==> config.mk <==
export PLATFORM = sky130hd
export DESIGN_NAME = dmem_arbiter
export DESIGN_NICKNAME = d
export VERILOG_FILES = /design/src/rtl/dmem_arbiter.sv
export SDC_FILE = /design/constraint.sdc
export NUM_CORES = 1
export LEC_CHECK = 0
export BUFFER_PORTS_ARGS = -buffer_cell sky130_fd_sc_hd__clkbuf_2
export CAP_MARGIN = 20
export CELL_PAD_IN_SITES_DETAIL_PLACEMENT = 1
export CELL_PAD_IN_SITES_GLOBAL_PLACEMENT = 1
export CORE_AREA = 2 2 142 144
export DETAILED_ROUTE_END_ITERATION = 12
export DIE_AREA = 0 0 144 146
export PLACE_DENSITY = 0.91
export SKIP_LAST_GASP = 1
export SLEW_MARGIN = 10
export SYNTH_ARGS = -nofsm -noshare
export SYNTH_HDL_FRONTEND = slang
export SYNTH_SLANG_ARGS = --single-unit
==> constraint.sdc <==
create_clock -name clk -period 12.4 [get_ports clk]
set_input_delay 2.48 -clock clk [delete_from_list [all_inputs] [get_ports clk]]
set_output_delay 2.48 -clock clk [all_outputs]
set_load 0.05 [all_outputs]
==> src/rtl/dmem_arbiter.sv <==
// dmem_arbiter: round-robin arbiter sharing one single-ported data memory
// between NUM_REQ cache requesters; sequences re/we/rdy and returns data.
module dmem_arbiter #(
    parameter int NUM_REQ = 2,
    parameter int ADDR_W  = 11,
    parameter int DATA_W  = 64,
    localparam int ID_W   = $clog2(NUM_REQ)
) (
    input  logic                      clk,
    input  logic                      rst,
    input  logic [NUM_REQ-1:0]        req_re,
    input  logic [NUM_REQ-1:0]        req_we,
    input  logic [NUM_REQ*ADDR_W-1:0] req_addr,
    input  logic [NUM_REQ*DATA_W-1:0] req_wdata,
    output logic [NUM_REQ-1:0]        done,
    output logic [DATA_W-1:0]         rdata,
    output logic                      busy,
    output logic [ID_W-1:0]           gnt_id,
    output logic [ADDR_W-1:0]         mem_addr,
    output logic                      mem_re,
    output logic                      mem_we,
    output logic [DATA_W-1:0]         mem_wdata,
    input  logic [DATA_W-1:0]         mem_rd_data,
    input  logic                      mem_rdy
);

    typedef enum logic [1:0] {
        S_IDLE,
        S_ISSUE,
        S_WAIT
    } state_t;

    state_t              state_q, state_d;
    logic [ID_W-1:0]     rr_q, rr_d;
    logic [ID_W-1:0]     gnt_q, gnt_d;
    logic                op_we_q, op_we_d;
    logic [ADDR_W-1:0]   addr_q, addr_d;
    logic [DATA_W-1:0]   wdata_q, wdata_d;
    logic [DATA_W-1:0]   rdata_q, rdata_d;
    logic [NUM_REQ-1:0]  done_q, done_d;

    logic [ADDR_W-1:0]   addr_a  [NUM_REQ];
    logic [DATA_W-1:0]   wdata_a [NUM_REQ];
    logic [NUM_REQ-1:0]  pending;
    logic                found;
    logic [ID_W-1:0]     win;
    logic [ID_W:0]       idx;

    for (genvar g = 0; g < NUM_REQ; g++) begin : g_unpack
        assign addr_a[g]  = req_addr[g*ADDR_W +: ADDR_W];
        assign wdata_a[g] = req_wdata[g*DATA_W +: DATA_W];
    end

    // A requester being told done this cycle gets one cycle to drop or replace.
    assign pending = (req_re | req_we) & ~done_q;

    always_comb begin
        found = 1'b0;
        win   = '0;
        idx   = '0;
        for (int k = 0; k < NUM_REQ; k++) begin
            idx = {1'b0, rr_q} + (ID_W+1)'(k);
            if (idx >= (ID_W+1)'(NUM_REQ)) begin
                idx = idx - (ID_W+1)'(NUM_REQ);
            end
            if (!found && pending[idx[ID_W-1:0]]) begin
                found = 1'b1;
                win   = idx[ID_W-1:0];
            end
        end
    end

    always_comb begin
        state_d = state_q;
        rr_d    = rr_q;
        gnt_d   = gnt_q;
        op_we_d = op_we_q;
        addr_d  = addr_q;
        wdata_d = wdata_q;
        rdata_d = rdata_q;
        done_d  = '0;
        unique case (state_q)
            S_IDLE: begin
                if (mem_rdy && found) begin
                    state_d = S_ISSUE;
                    gnt_d   = win;
                    op_we_d = req_we[win];
                    addr_d  = addr_a[win];
                    wdata_d = wdata_a[win];
                end
            end
            S_ISSUE: begin
                state_d = S_WAIT;
            end
            S_WAIT: begin
                if (mem_rdy) begin
                    state_d        = S_IDLE;
                    done_d[gnt_q]  = 1'b1;
                    if (!op_we_q) begin
                        rdata_d = mem_rd_data;
                    end
                    if (gnt_q == ID_W'(NUM_REQ - 1)) begin
                        rr_d = '0;
                    end else begin
                        rr_d = gnt_q + 1'b1;
                    end
                end
            end
            default: begin
                state_d = S_IDLE;
            end
        endcase
    end

    always_ff @(posedge clk or posedge rst) begin
        if (rst) begin
            state_q <= S_IDLE;
            rr_q    <= '0;
            gnt_q   <= '0;
            op_we_q <= 1'b0;
            addr_q  <= '0;
            wdata_q <= '0;
            rdata_q <= '0;
            done_q  <= '0;
        end else begin
            state_q <= state_d;
            rr_q    <= rr_d;
            gnt_q   <= gnt_d;
            op_we_q <= op_we_d;
            addr_q  <= addr_d;
            wdata_q <= wdata_d;
            rdata_q <= rdata_d;
            done_q  <= done_d;
        end
    end

    // Strobes and busy come only from flops, so no input reaches them combinationally.
    assign mem_re    = (state_q == S_ISSUE) && !op_we_q;
    assign mem_we    = (state_q == S_ISSUE) &&  op_we_q;
    assign busy      = (state_q != S_IDLE);
    assign mem_addr  = addr_q;
    assign mem_wdata = wdata_q;
    assign gnt_id    = gnt_q;
    assign done      = done_q;
    assign rdata     = rdata_q;

endmodule
==> results of run 1 <==
## Yosys cell counts, drive strengths merged
master | count | area, um^2
dfrtp | 146 | 3650
or2b | 1 | 7.51
nor2 | 81 | 320
buf | 32 | 312
mux2i | 77 | 771
inv | 5 | 18.8
a21oi | 77 | 385
or2 | 2 | 15.0
o21ai | 1 | 5.00
o21bai | 3 | 30.0
nand2b | 1 | 6.26
mux2 | 64 | 946
a211oi | 1 | 12.5
## metrics by stage
| stage | worst slack, ps | power, uW | instance area, um^2 | utilization (%) |
|---|---|---|---|---|
| 5_1_grt | 7840 | 3160 | 8980 | 46.4 |
| 3_3_place_gp | 7630 | 2460 | 8390 | 43.4 |
| 4_1_cts | 8010 | 3050 | 8980 | 46.4 |
| 3_5_place_dp | 7550 | 2520 | 8390 | 43.4 |
| 2_1_floorplan | 6000 | 2130 | 6480 | - |
| 6_report | 7990 | 3010 | 8980 | 46.4 |
## report_power, final
| part | total, uW | switching (uW) | internal, uW |
|---|---|---|---|
| clock | 516 | 211 | 305 |
| combinational | 1640 | 1180 | 456 |
| sequential | 857 | 149 | 708 |
## final timing paths
check	end	slack, ps	cells after the start	from
min in group asynchronous	mem_wdata[7]	2150	2	rst
setup reg to reg	mem_wdata[36]	9680	5	done[0]
hold reg to reg	done[0]	450	1	gnt_id
max in group asynchronous	mem_wdata[42]	8830	3	rst
setup / recovery	mem_wdata[36]	7990	6	req_we[0]
hold / removal	done[0]	450	1	gnt_id
## routing by layer
metal	vias up	GRT usage, %	part of all wire [%]
met1	2498	18.9	36
met4	2	6.62	2.3
li1	2412	-	-
met3	36	7.17	9.5
met5	-	0	0.065
met2	262	34.0	53
## state kept, by name (all words and copies together) (netlist names)
name	flops
op_we_q	1
gnt_id	1
done	2
mem_wdata	64
state_q	2
rdata	64
mem_addr	11
rr_q	1
## worst register-to-register path: stages (launching register included)
cell and delay [ps]:
dfrtp_1 390, o21bai_1 250, o21bai_4 590, buf_4 860, mux2i_1 370, a21oi_1 100
## cell type report
class | instances | area (um^2) | area share, %
Inverter | 5 | 23.8 | 0.265
Multi-Input combinational cell | 308 | 2510 | 28.0
Sequential cell | 146 | 3650 | 40.7
Clock buffer | 19 | 443 | 4.93
Tap cell | 265 | 332 | 3.69
Clock inverter | 13 | 150 | 1.67
Timing Repair Buffer | 370 | 1860 | 20.8
## cell families after synthesis
family / Yosys count / share of synthesized area, %
compound gates: 82 / 6.68
buf+inv: 37 / 5.10
simple gates: 85 / 5.39
flops: 146 / 56.4
mux: 141 / 26.5
==> flow_summary.toml, run 1 <==
[timing]
setup_violations = 0
hold_ws_ps = 452
fmax_ghz = 0.227
fin_crit_ps = 4410
tightest_slew_ps = 1040
slew_violations = 0
skew_ps = 6.82
rsz0062_at_grt = "no"
relSlewSlack_pct = 30.8
hold_violations = 0
min_period_over_period_pct = 35.6
fin_tns_setup_ps = 0

[floorplanning]
core_area_mm2 = 0.0193
io_pins = 366
rows = 51
start_util_pct = 33.5
fp.dieArea_mm2 = 0.0210
die_x_um = 144
die_h_um = 146

[worst_setup_path]
crit_fanout = 59
cp-end-kind = "flop"
arrival_ps = 4650
critical_path.max_stage_delay_ps = 860
crit_chain = "clkbuf_2 > o21bai_1 > o21bai_4 > buf_4 > mux2i_1 > a21oi_1"
critPathKind = "primary input to flop"
setup.worst_path.start_class = "primary input"
cp_slowest_cell = "buf_4"
required_ps = 12640
critPathTopFamily = "buffers and inverters"
cp_num_buf_inv = 2

[yosys]
ys_ff_latch = 146
syn_nets = 712
syn_area_mm2 = 0.00648
syn_avg_cell_area_um2 = 13.2
synthDistinctLibCells = 21
synth_warnings = 0
syn_inst = 491
synth_seq_area_share_pct = 56.4

[global_route]
grt_pass1_vias = 5757
grt_max_degree = 111
grt_usage_pct = 18.5
grt_pass1_wl_mm = 29.9
antenna_found_initial = 1
gr-total-overflow = 0

[routing]
drt_iter0_markers = 88
wire_per_inst_um = 17.7
drt_first_pass_iters = 5
routed_wirelength_mm = 19.9
vias_per_cell = 4.63
vias = 5210
ant_nets = 0
drc = 0

[finish]
fin_cells = 1126
nets = 1069
layout_common_cells = "clkbuf_2 (365), dfrtp_1 (146), nor2_1 (80)"
area_growth_pct = 38.5
n_fill_cell = 2216
drive_gt1_share_pct = 54.7
layout_commonest_cell = "clkbuf_2"
n_antenna_cell = 0

[clock_tree]
clk_latency_ps = 410
post_cts_buffers = 0
cts_tree = "done"
htreeDepth = 4
post_cts_resized = 0
cts_hold_repair.buffers = 0
cts.path.max_buffers = 2
cts_made_buffers = 17
clock_sinks = 146
path_clk_slew_ps = 60
root_buffer = "clkbuf_16"

[run]
maxCapViolations = 0

[min_path]
hold_path_class = "flop to flop"

[place]
placedCellCount = 1094
gp_congestion = 0.798
portBuffers = 365
dp_hpwl_mm = 15.6

[power_and_ir_drop]
vdd_ir_drop_max_v = 0.000182
power_density_mw_per_mm2 = 335
p_leak_uw = 0.00470

[outcome]
status = "complete, no violations"
(Power assumes the default switching activity.)
==> run 2: changes to the inputs <==
CORE_AREA = unset   (was 2 2 142 144)
CORE_ASPECT_RATIO = 0.8   (was unset)
CORE_UTILIZATION = 33   (was unset)
DIE_AREA = unset   (was 0 0 144 146)
clock period = 4.4 ns   (was 12.4 ns; I/O delays follow)
==> run 2 against run 1 <==
Cell area up 1.0%. Routed wire length is 1.5% lower. Worst hold slack improved by 37 ps. Count of clock-buffer cells in the layout is 1 lower. Highest routed layer is now met4. Final cell count is 0.27% lower. Non-clock buffer count increased by 4. Clock skew grew 3.8 ps. Register-to-register slack got worse by 7600 ps. Critical path type unchanged. Critical endpoint is now rdata[11]. First-iteration DRC count grew to 2.5 times the previous value. Sequential share of layout area shrank 0.42 points. Largest power group unchanged. Global-route usage grew 1.0 points. Core utilization increased by 1.1 points.
==> flow_summary.toml, run 2 (synthesis results as in run 1) <==
[outcome]
status = "complete, no violations"

[worst_setup_path]
crit_fanout = 37
critPathKind = "primary input to flop"
critPathTopFamily = "simple AND/OR/NAND/NOR gates"
critical_path.max_stage_delay_ps = 650
crit_chain = "clkbuf_2 > inv_1 > or2_4 > nor2_8 > buf_4 > mux2_4"
required_ps = 4690
setup.worst_path.start_class = "primary input"
cp-end-kind = "flop"
cp_num_buf_inv = 3
cp.depth = 6
arrival_ps = 2680
rr_worst_depth = 5
cp_slowest_cell = "nor2_8"

[global_route]
antenna_found_initial = 0
gr-total-overflow = 0
grt_max_degree = 91
grt_pass1_wl_mm = 30.3
grt_usage_pct = 19.5
grt_pass1_vias = 5528

[finish]
layout_commonest_cell = "clkbuf_2"
n_antenna_cell = 0
layout_common_cells = "clkbuf_2 (365), dfrtp_1 (146), nor2_1 (80)"
seqCellArea_mm2 = 0.00365
design_area_mm2 = 0.00907
area_growth_pct = 40.0
nets = 1073
drive_gt1_share_pct = 55.0
multi_input_area_mm2 = 0.00251
n_fill_cell = 2166

[clock_tree]
cts_tree = "done"
clock_sinks = 146
path_clk_slew_ps = 60
cts_made_buffers = 17
clk_latency_ps = 420
post_cts_buffers = 0
cts.path.max_buffers = 2
root_buffer = "clkbuf_16"
cts_hold_repair.buffers = 0
htreeDepth = 4
post_cts_resized = 0

[routing]
drt_iter0_markers = 222
ant_nets = 0
vias_per_cell = 4.63
routed_wirelength_mm = 19.6
wl_met2_mm = 10.4
wire_per_inst_um = 17.4
dr_wl_met3_mm = 1.12
drc = 0
met1Wirelength_mm = 7.78
highest_layer = "met4"
vias = 5201
drt_first_pass_iters = 4

[floorplanning]
start_util_pct = 34.0
fp.dieArea_mm2 = 0.0202
io_pins = 366
die_x_um = 159
rows = 45
die_h_um = 127
core_area_mm2 = 0.0191

[place]
placed_area_mm2 = 0.00844
gp_congestion = 0.775
dp_hpwl_mm = 15.3
portBuffers = 365
dp_slack_ps = 1570

[timing]
skew_ps = 10.6
fin_ws_ps = 2010
hold_violations = 0
relSlewSlack_pct = 44.1
hold_ws_ps = 489
rsz0062_at_grt = "no"
fmax_ghz = 0.419
tightest_slew_ps = 839
setup_violations = 0
min_period_over_period_pct = 54.3
fin_crit_ps = 2390
slew_violations = 0
fin_tns_setup_ps = 0

[min_path]
hold_path_class = "flop to flop"
hold_depth = 1

[power_and_ir_drop]
power_uw = 8620
p_leak_uw = 0.00475
vdd_ir_drop_max_v = 0.000536
power_density_mw_per_mm2 = 950

[run]
maxCapViolations = 0
[run 2: metal layers]
metal | up-vias | GRT usage (%)
met3 | 23 | 5.42
met5 | - | 0
met1 | 2550 | 22.5
met4 | 0 | 5.65
li1 | 2420 | -
met2 | 208 | 35.5
[run 2: area by class of cell]
type	count	area share, %
clock buffers	18	4.84
clock inverters	14	2.10
inverters	5	0.248
multi-input cells	308	27.7
flip-flops and latches	146	40.3
well taps	258	3.56
repair buffers	374	21.3
[run 2: worst paths after layout]
| check | startpoint | endpoint | slack, ps |
|---|---|---|---|
| setup / recovery | mem_rdy | rdata[11] | 2010 |
| hold / removal | gnt_id | done[0] | 490 |
| setup reg to reg | state_q[0] | rdata[11] | 2100 |
| hold reg to reg | gnt_id | done[0] | 490 |
| max in group asynchronous | rst | mem_wdata[50] | 2900 |
| min in group asynchronous | rst | mem_wdata[5] | 590 |
[run 2: power by group]
group | internal, uW | total, uW | switching (uW)
Sequential | 1990 | 2410 | 420
Clock | 929 | 1550 | 618
Combinational | 1300 | 4660 | 3360
Total | 4220 | 8620 | 4400
[run 2: per-stage QoR]
stage,utilization [%],std cells
floorplan,-,491
global placement,44.2,1091
detailed placement,44.2,1091
CTS,47.5,1123
global route,47.5,1123
finish,47.5,1123
